<file path="src/rtl/ysyx_23060075_mem_arb_pkg.sv">
// Shared types and constants for the two-master memory arbiter.
// Covers FSM states, master ids, bus widths and the latched request record.
package ysyx_23060075_mem_arb_pkg;
   localparam int ISA_WIDTH      = 32;
   localparam int MEM_MASK_WIDTH = 4;

   typedef enum logic [1:0] {
      ST_IDLE = 2'd0,
      ST_REQ  = 2'd1,
      ST_WAIT = 2'd2
   } arb_state_t;

   typedef enum logic {
      MID_M1 = 1'b0,
      MID_M2 = 1'b1
   } mid_t;

   typedef struct packed {
      logic [ISA_WIDTH-1:0]      addr;
      logic [ISA_WIDTH-1:0]      wdata;
      logic [MEM_MASK_WIDTH-1:0] mask;
      logic                      wen;
   } mem_req_t;

   // Counter width able to hold n; at least one bit.
   function automatic int cnt_width(input int n);
      return (n < 2) ? 1 : $clog2(n + 1);
   endfunction
endpackage

</file>
<file path="src/rtl/ysyx_23060075_mem_arb_if.sv">
// Request/response memory bus; the master issues requests, the slave answers.
// The arbiter is a slave towards each CPU master and a master towards memory.
interface ysyx_23060075_mem_arb_if;
   import ysyx_23060075_mem_arb_pkg::*;

   logic                      req_valid;
   logic                      req_ready;
   logic [ISA_WIDTH-1:0]      addr;
   logic [ISA_WIDTH-1:0]      wdata;
   logic [MEM_MASK_WIDTH-1:0] mask;
   logic                      wen;
   logic                      resp_valid;
   logic [ISA_WIDTH-1:0]      rdata;
   logic                      resp_err;

   modport master (
      output req_valid, addr, wdata, mask, wen,
      input  req_ready, resp_valid, rdata, resp_err
   );

   modport slave (
      input  req_valid, addr, wdata, mask, wen,
      output req_ready, resp_valid, rdata, resp_err
   );
endinterface

</file>
<file path="src/rtl/ysyx_23060075_rr_arb2.sv">
// Two-way round-robin grant with its last-grant register.
// A lone requester always wins; on a tie the master not granted last wins.
module ysyx_23060075_rr_arb2
   import ysyx_23060075_mem_arb_pkg::*;
(
   input  logic clk,
   input  logic rst,
   input  logic en,
   input  logic req1,
   input  logic req2,
   output logic gnt_valid,
   output mid_t gnt_id
);
   mid_t last;

   always_comb begin
      gnt_valid = en & (req1 | req2);
      if (req1 & req2)
         gnt_id = (last == MID_M2) ? MID_M1 : MID_M2;
      else if (req2)
         gnt_id = MID_M2;
      else
         gnt_id = MID_M1;
   end

   // Reset to m2 so m1 takes the first tie.
   always_ff @(posedge clk) begin
      if (rst)
         last <= MID_M2;
      else if (gnt_valid)
         last <= gnt_id;
   end
endmodule

</file>
<file path="src/rtl/ysyx_23060075_mem_arb.sv">
// Shares one memory slave between fetch (m1) and load/store (m2).
// One transaction in flight: IDLE grants, REQ presents it, WAIT collects the reply or times out.
module ysyx_23060075_mem_arb
   import ysyx_23060075_mem_arb_pkg::*;
#(
   parameter int TIMEOUT_CYCLES = 255
) (
   input  logic                   clk,
   input  logic                   rst,
   ysyx_23060075_mem_arb_if.slave  m1,
   ysyx_23060075_mem_arb_if.slave  m2,
   ysyx_23060075_mem_arb_if.master s
);
   localparam int              CW       = cnt_width(TIMEOUT_CYCLES);
   localparam logic [CW-1:0]   CNT_LAST = CW'(TIMEOUT_CYCLES - 1);

   arb_state_t    state;
   mid_t          gnt;
   logic [CW-1:0] cnt;
   logic          gnt_valid;
   mid_t          gnt_id;
   mem_req_t      sel;
   logic          timeout_hit;
   logic          unused_ok;

   ysyx_23060075_rr_arb2 u_rr (
      .clk       (clk),
      .rst       (rst),
      .en        (state == ST_IDLE && !rst),
      .req1      (m1.req_valid),
      .req2      (m2.req_valid),
      .gnt_valid (gnt_valid),
      .gnt_id    (gnt_id)
   );

   assign m1.req_ready = gnt_valid && (gnt_id == MID_M1);
   assign m2.req_ready = gnt_valid && (gnt_id == MID_M2);

   // Fetches are always plain reads: store fields forced to zero.
   always_comb begin
      sel = '0;
      if (gnt_id == MID_M1) begin
         sel.addr = m1.addr;
      end else begin
         sel.addr  = m2.addr;
         sel.wdata = m2.wdata;
         sel.mask  = m2.mask;
         sel.wen   = m2.wen;
      end
   end

   // The reply is checked first, so a response on the timeout cycle wins.
   assign timeout_hit = (TIMEOUT_CYCLES != 0) && (cnt == CNT_LAST);
   assign unused_ok   = ^{m1.wdata, m1.mask, m1.wen, s.resp_err};

   always_ff @(posedge clk) begin
      if (rst) begin
         state         <= ST_IDLE;
         gnt           <= MID_M1;
         cnt           <= '0;
         s.req_valid   <= 1'b0;
         s.addr        <= '0;
         s.wdata       <= '0;
         s.mask        <= '0;
         s.wen         <= 1'b0;
         m1.resp_valid <= 1'b0;
         m1.resp_err   <= 1'b0;
         m1.rdata      <= '0;
         m2.resp_valid <= 1'b0;
         m2.resp_err   <= 1'b0;
         m2.rdata      <= '0;
      end else begin
         m1.resp_valid <= 1'b0;
         m1.resp_err   <= 1'b0;
         m2.resp_valid <= 1'b0;
         m2.resp_err   <= 1'b0;
         case (state)
            ST_IDLE: begin
               if (gnt_valid) begin
                  gnt         <= gnt_id;
                  s.addr      <= sel.addr;
                  s.wdata     <= sel.wdata;
                  s.mask      <= sel.mask;
                  s.wen       <= sel.wen;
                  s.req_valid <= 1'b1;
                  state       <= ST_REQ;
               end
            end
            ST_REQ: begin
               if (s.req_ready) begin
                  s.req_valid <= 1'b0;
                  cnt         <= '0;
                  state       <= ST_WAIT;
               end
            end
            ST_WAIT: begin
               if (s.resp_valid || timeout_hit) begin
                  if (gnt == MID_M1) begin
                     m1.resp_valid <= 1'b1;
                     m1.resp_err   <= !s.resp_valid;
                     m1.rdata      <= s.resp_valid ? s.rdata : '0;
                  end else begin
                     m2.resp_valid <= 1'b1;
                     m2.resp_err   <= !s.resp_valid;
                     m2.rdata      <= s.resp_valid ? s.rdata : '0;
                  end
                  state <= ST_IDLE;
               end else begin
                  cnt <= cnt + 1'b1;
               end
            end
            default: state <= ST_IDLE;
         endcase
      end
   end
endmodule

</file>
<file path="src/flat_wrapper.sv">
// flat-port wrapper written by rule: the top's interface ports become plain ports
module ysyx_23060075_mem_arb_flat import ysyx_23060075_mem_arb_pkg::*;
#(
   parameter int TIMEOUT_CYCLES = 255
)
  (clk, rst, m1_req_valid, m1_addr, m1_wdata, m1_mask, m1_wen, m1_req_ready, m1_resp_valid, m1_rdata, m1_resp_err, m2_req_valid, m2_addr, m2_wdata, m2_mask, m2_wen, m2_req_ready, m2_resp_valid, m2_rdata, m2_resp_err, s_req_valid, s_addr, s_wdata, s_mask, s_wen, s_req_ready, s_resp_valid, s_rdata, s_resp_err);
  ysyx_23060075_mem_arb_if m1_i ();
  ysyx_23060075_mem_arb_if m2_i ();
  ysyx_23060075_mem_arb_if s_i ();
  input  logic clk;
  input  logic rst;
  input wire logic [$bits(m1_i.req_valid)-1:0] m1_req_valid;
  input wire logic [$bits(m1_i.addr)-1:0] m1_addr;
  input wire logic [$bits(m1_i.wdata)-1:0] m1_wdata;
  input wire logic [$bits(m1_i.mask)-1:0] m1_mask;
  input wire logic [$bits(m1_i.wen)-1:0] m1_wen;
  output wire logic [$bits(m1_i.req_ready)-1:0] m1_req_ready;
  output wire logic [$bits(m1_i.resp_valid)-1:0] m1_resp_valid;
  output wire logic [$bits(m1_i.rdata)-1:0] m1_rdata;
  output wire logic [$bits(m1_i.resp_err)-1:0] m1_resp_err;
  input wire logic [$bits(m2_i.req_valid)-1:0] m2_req_valid;
  input wire logic [$bits(m2_i.addr)-1:0] m2_addr;
  input wire logic [$bits(m2_i.wdata)-1:0] m2_wdata;
  input wire logic [$bits(m2_i.mask)-1:0] m2_mask;
  input wire logic [$bits(m2_i.wen)-1:0] m2_wen;
  output wire logic [$bits(m2_i.req_ready)-1:0] m2_req_ready;
  output wire logic [$bits(m2_i.resp_valid)-1:0] m2_resp_valid;
  output wire logic [$bits(m2_i.rdata)-1:0] m2_rdata;
  output wire logic [$bits(m2_i.resp_err)-1:0] m2_resp_err;
  output wire logic [$bits(s_i.req_valid)-1:0] s_req_valid;
  output wire logic [$bits(s_i.addr)-1:0] s_addr;
  output wire logic [$bits(s_i.wdata)-1:0] s_wdata;
  output wire logic [$bits(s_i.mask)-1:0] s_mask;
  output wire logic [$bits(s_i.wen)-1:0] s_wen;
  input wire logic [$bits(s_i.req_ready)-1:0] s_req_ready;
  input wire logic [$bits(s_i.resp_valid)-1:0] s_resp_valid;
  input wire logic [$bits(s_i.rdata)-1:0] s_rdata;
  input wire logic [$bits(s_i.resp_err)-1:0] s_resp_err;
  assign m1_i.req_valid = m1_req_valid;
  assign m1_i.addr = m1_addr;
  assign m1_i.wdata = m1_wdata;
  assign m1_i.mask = m1_mask;
  assign m1_i.wen = m1_wen;
  assign m1_req_ready = m1_i.req_ready;
  assign m1_resp_valid = m1_i.resp_valid;
  assign m1_rdata = m1_i.rdata;
  assign m1_resp_err = m1_i.resp_err;
  assign m2_i.req_valid = m2_req_valid;
  assign m2_i.addr = m2_addr;
  assign m2_i.wdata = m2_wdata;
  assign m2_i.mask = m2_mask;
  assign m2_i.wen = m2_wen;
  assign m2_req_ready = m2_i.req_ready;
  assign m2_resp_valid = m2_i.resp_valid;
  assign m2_rdata = m2_i.rdata;
  assign m2_resp_err = m2_i.resp_err;
  assign s_req_valid = s_i.req_valid;
  assign s_addr = s_i.addr;
  assign s_wdata = s_i.wdata;
  assign s_mask = s_i.mask;
  assign s_wen = s_i.wen;
  assign s_i.req_ready = s_req_ready;
  assign s_i.resp_valid = s_resp_valid;
  assign s_i.rdata = s_rdata;
  assign s_i.resp_err = s_resp_err;
  ysyx_23060075_mem_arb #(.TIMEOUT_CYCLES(TIMEOUT_CYCLES)) u_core (.clk(clk), .rst(rst), .m1(m1_i), .m2(m2_i), .s(s_i));
endmodule
</file>
<file path="config.mk">
export PLATFORM = sky130hd
export DESIGN_NAME = ysyx_23060075_mem_arb_flat
export DESIGN_NICKNAME = d
export VERILOG_FILES = /design/src/rtl/ysyx_23060075_mem_arb_pkg.sv /design/src/rtl/ysyx_23060075_mem_arb_if.sv /design/src/rtl/ysyx_23060075_rr_arb2.sv /design/src/rtl/ysyx_23060075_mem_arb.sv /design/src/flat_wrapper.sv
export SDC_FILE = /design/constraint.sdc
export NUM_CORES = 1
export LEC_CHECK = 0
export ABC_AREA = 1
export CAP_MARGIN = 25
export CORE_ASPECT_RATIO = 0.5
export CORE_MARGIN = 4
export CORE_UTILIZATION = 38
export DETAILED_ROUTE_END_ITERATION = 12
export HOLD_SLACK_MARGIN = 0.12
export PLACE_DENSITY = 0.83
export SYNTH_ARGS = -nofsm -noshare
export SYNTH_HDL_FRONTEND = slang
export SYNTH_SLANG_ARGS = --single-unit
</file>
<file path="constraint.sdc">
create_clock -name clk -period 2.6 [get_ports clk]
set_input_delay 0.39 -clock clk [delete_from_list [all_inputs] [get_ports clk]]
set_output_delay 0.39 -clock clk [all_outputs]
set_load 0.03 [all_outputs]
</file>
; Word-level counts from Yosys, hierarchy flattened
; Index checks and enable logic that the tools add are counted.
[classes]
add_sub_neg = 1
eq_ne = 7
n_mux = 18
bitwise = 7
reduce_logical = 18
[ops]
columns = operator, n
row1 = 32-bit 2-to-1 mux, 2
row2 = 37-bit 2-to-1 mux, 1
row3 = 8-bit 2-to-1 mux, 2
row4 = 8-bit case mux with 2 select lines, 1
row5 = 3-bit AND reduction, 5
row6 = 8-bit by 1-bit adder with 8-bit output (second input constant), 1
row7 = 8-bit equality test (second input constant), 1
row8 = 4-bit OR reduction, 2
row9 = 1-bit 2-to-1 mux, 7
row10 = 2-bit 2-to-1 mux, 3
row11 = 2-bit case mux with 3 select lines, 1
row12 = 2-bit by 1-bit != test with 1-bit output (second input constant), 2
row13 = 2-bit != test (second input constant), 2
row14 = 1-bit NOT, 4
row15 = 2-bit nonzero test, 2
row16 = 1-bit logical AND, 3
row17 = 3-bit OR reduction, 1
row18 = 1-bit bitwise AND, 2
row19 = 2-bit by 1-bit equality test with 1-bit output (second input constant), 1
row20 = 2-bit equality test (second input constant), 1
row21 = 1-bit zero test, 2
row22 = 2-bit zero test, 1
row23 = 1-bit case mux with 2 select lines, 1
row24 = 2-bit AND reduction, 1
row25 = other kinds (2), 2
[totals]
register_bits = 150
inputBits = 177
output_inout_bits = 140
elab_cells = 66

; Depth between registers and ports, before layout
[logic_depth]
word_depth = 5
mapped_depth = 11

; Cells and area by module
; Synthesis repeated with hierarchy kept, for this count alone.
[unflattened]
cells_unflattened = 858
hier_area_um2 = 6293.5
[modules_own_cells]
columns = module, n_inst, cells_per_inst, area_each_um2, seq_area_each_um2
row1 = ysyx_23060075_mem_arb, 1, 849, 6232.2, 2982.9
row2 = ysyx_23060075_rr_arb2, 1, 9, 61.3, 20.0

; Worst setup path before layout
; Ideal clock, no wire load.
[synth_timing]
kind = in2out
from = input m1_req_valid
to = output m1_req_ready
t_arrival_ps = 1344
required_ps = 2210
slack_ps = 866
path_stages = 5
cell_sequence = nand2_1 > nand2_1 > inv_1 > buf_2 > nor2_1
[synth_via]
elab_chain_cells = 4
elab_cells_between_ends = 6
[synth_lines]
columns = element, line_no
row1 = "start, declared", flat_wrapper.sv:12  ; input wire logic [$bits(m1_i.req_valid)-1:0] m1_req_valid;
row2 = 1-bit bitwise AND, ysyx_23060075_rr_arb2.sv:18  ; if (req1 & req2)
row3 = 1-bit 2-to-1 mux, ysyx_23060075_rr_arb2.sv:18
row4 = 1-bit NOT, ysyx_23060075_mem_arb.sv:36  ; assign m1.req_ready = gnt_valid && (gnt_id == MID_M1);
row5 = 1-bit logical AND (*), ysyx_23060075_mem_arb.sv:36
row6 = "end, declared", flat_wrapper.sv:17  ; output wire logic [$bits(m1_i.req_ready)-1:0] m1_req_ready;
; Every way passes the cells marked *; elsewhere a longest branch is shown, timed or not.

; Worst setup path in the final report
; Ends and elaborated chain as after synthesis.

==> results.toml <==
[critical_path]
timing_worst_setup_path_type = "in2out"
critical-path-slowest-cell = "sky130_fd_sc_hd__clkdlybuf4s50_1"
crit_top_cell = "sky130_fd_sc_hd__nand2_1"
cp-start-kind = "primary input"
crit_path_cell_trace = "clkdlybuf4s50_1 -> nand2_1 -> nand2_1 -> inv_1 -> nor2_1 -> buf_4"
critPathCaptureType = "output port"
worst-endpoint-required_ps = 2210
timing.critical_path.slowest_cell_delay_ps = 560
crit_path_max_fanout = 6
crit_arrival_ps = 1750

[die]
fp.coreArea_mm2 = 0.0157
fp.dieW_um = 188
io-pin-count = 317
row_count = 32
design.die.area_mm2 = 0.0185
start_util_pct = 39.5
die_height_um = 98.2

[global_route]
first_global_vias = 6137
grt_antenna_before_repair = 0
overflow_left_after_global_routing = 0
global_route_wire_length_before_repair_mm = 31.8
grt_max_degree = 58
groute.usage.overall_pct = 21.0

[job]
cap_viol_max_count = 0

[logic_synthesis]
syn-cell-area_mm2 = 0.00618
yosys-mux-area-fraction_pct = 0
synth_commonest_cells = "323 x sky130_fd_sc_hd__nand2_1, 150 x sky130_fd_sc_hd__dfxtp_1, 109 x sky130_fd_sc_hd__a21oi_1, 84 x sky130_fd_sc_hd__nor2_1, 50 x sky130_fd_sc_hd__inv_1"
yosys.area_share.xor_xnor_pct = 0.142
synth_ff_type = "sky130_fd_sc_hd__dfxtp_1"
syn-instance-count = 872
synth_top_cell_area_share_pct = 48.6
synth_area_leaders = "sky130_fd_sc_hd__dfxtp_1 49%, sky130_fd_sc_hd__nand2_1 20%, sky130_fd_sc_hd__a21oi_1 8.8%"
synth_top_family_by_area = "simple AND/OR/NAND/NOR gates"
synth.lib_cells_used.distinct = 28
synth_most_common_cell = "sky130_fd_sc_hd__nand2_1"
postSynthNetCount = 1051
synth-edff-count = 0
synth-simple-area-share_pct = 30.4
synth_async_sr_flop_share_pct = 0
yosysTopAreaCell = "sky130_fd_sc_hd__dfxtp_1"
ys_seq_elements = 150
synth.yosys.warnings = 0
synthAdderAreaFrac_pct = 0.405
avgSynthCellArea_um2 = 7.08
synth-compound-area-share_pct = 12.1
yosysSeqAreaShare_pct = 48.6

[power_and_ir_drop]
vdd.ir_drop.worst_v = 0.000489
leakagePower_nw = 3.81
totalPowerFinal_mw = 5.82
power_density_over_cell_area_mw_per_mm2 = 604

[placed_design]
placement.io_buffers = 278
global_placer_s_final_weighted_congestion = 0.883
post-place-cells = 1325
hpwl_detailed_mm = 14.5

[layout]
final_nets = 1303
finalNonFillerCells = 1358
drive_above_1_share_pct = 5.54
syn2layout_area_growth_pct = 56.1
num_antenna_cells = 0

[timing]
worst_slew_pin_slew_ps = 626
fin_crit_ps = 2140
setup_repair_after_global_routing_missed_its_margin = "false"
max_clock_freq_mhz = 468
skew_ps = 17.9
hold_viol = 0
setup_viol_count_final = 0
holdWs_ps = 461
post-route-period-util_pct = 82.1
final_max_slew_viol_count = 0
worst_slew_margin_rel_pct = 58.3
fin_tns_setup_ps = 0

[clocking]
cts.sinks = 150
clock_latency_ps = 410
clk_path_buf_depth = 2
htree_num_levels = 4
buffers_inserted_during_post_cts_setup_optimization = 0
clock_tree.root_cell = "sky130_fd_sc_hd__clkbuf_16"
cts_hold_repair.buffers = 0
number_of_buffers_created_by_cts = 17
tritoncts = "built"
cts.clk_slew.worst_paths_ps = 60
cts.repair.resized = 0

[routing]
drcViolationCount = 0
dr_total_vias = 6494
antenna_violating_nets_post_route = 0
detail_route.first_pass.iterations = 7
wl_per_cell_um = 14.9
drt_via_density = 4.78
drt-initial-drc-count = 321
routed_wl_mm = 20.2

[status]
outcome = "completed"

[worst_hold_path]
min_path_type = "reg2reg"
==> layout by cell type, fill, tap and decap left out, drive strengths merged <==
cell / n
a21oi: 109
buf: 17
o21ai: 36
nand3b: 1
nand2: 328
nor3b: 1
clkbuf: 18
nor2: 87
a211oi: 1
clkinvlp: 3
nand3: 11
clkdlybuf4s50: 275
bufinv: 2
o211ai: 1
nand4: 32
clkinv: 3
dfxtp: 150
ha: 2
inv: 58
xor2: 1
nor3: 1
==> power breakdown <==
part | internal (mW) | switching [mW] | leakage [nW] | total (mW)
registers | 2.37 | 0.0416 | 1.22 | 2.42
clock network | 1.47 | 1.03 | 0.286 | 2.50
logic | 0.406 | 0.502 | 2.31 | 0.909
==> kinds of logic after synthesis <==
logic type / Yosys count
AOI/OAI and AO/OA: 147
xor gates and xnor gates: 1
adders and majority gates: 2
buffers and inverters: 111
DFF: 150
and+or+nand+nor: 461
==> per-layer routing <==
layer  routed length, um  GRT usage (%)  vias up
li1                    -              -     3268
met3                1270           4.61       27
met2               10000           37.4      185
met4                 361           6.38        0
met5                   0              0        -
met1                8520           25.5     3014
==> worst max-delay path, delay by kind of cell <==
family / cells / cell delay, ps
buf+inv: 3 / 860
simple gates: 3 / 490
==> metrics by stage <==
stage | area [um^2] | setup WS [ps] | utilization (%)
2_1_floorplan | 6180 | 866 | -
3_3_place_gp | 9010 | 449 | 57.6
3_5_place_dp | 9010 | 415 | 57.6
4_1_cts | 9620 | 432 | 61.4
5_1_grt | 9640 | 355 | 61.6
6_report | 9640 | 465 | 61.6
==> path summary, 6_finish.rpt <==
check | startpoint | slack, ps | cells past startpoint | end
setup reg to reg | u_core.state[1] | 720 | 7 | u_core.m2.rdata[15]
hold / removal | u_core.m2.rdata[19] | 460 | 2 | u_core.m2.rdata[19]
setup / recovery | m1_req_valid | 460 | 6 | m1_req_ready
hold reg to reg | u_core.m2.rdata[19] | 460 | 2 | u_core.m2.rdata[19]
==> flip-flops by register name, summed over array words and instances, names as in the netlist <==
register              cells
u_core.cnt                8
u_core.gnt                1
u_core.m1.rdata          32
u_core.m1.resp_err        1
u_core.m1.resp_valid      1
u_core.m2.rdata          32
u_core.m2.resp_err        1
u_core.m2.resp_valid      1
u_core.s.addr            32
u_core.s.mask             4
u_core.s.req_valid        1
u_core.s.wdata           32
u_core.s.wen              1
u_core.state              2
u_core.u_rr.last          1
==> layout make-up <==
class | count | area, um^2
Clock inverter | 14 | 164
Tap cell | 221 | 277
Inverter | 52 | 198
Multi-Input combinational cell | 611 | 2660
Timing Repair Buffer | 292 | 2900
Fill cell | 1360 | 6010
Sequential cell | 150 | 3000
Clock buffer | 18 | 439
Power figures use the tool's default switching activity.
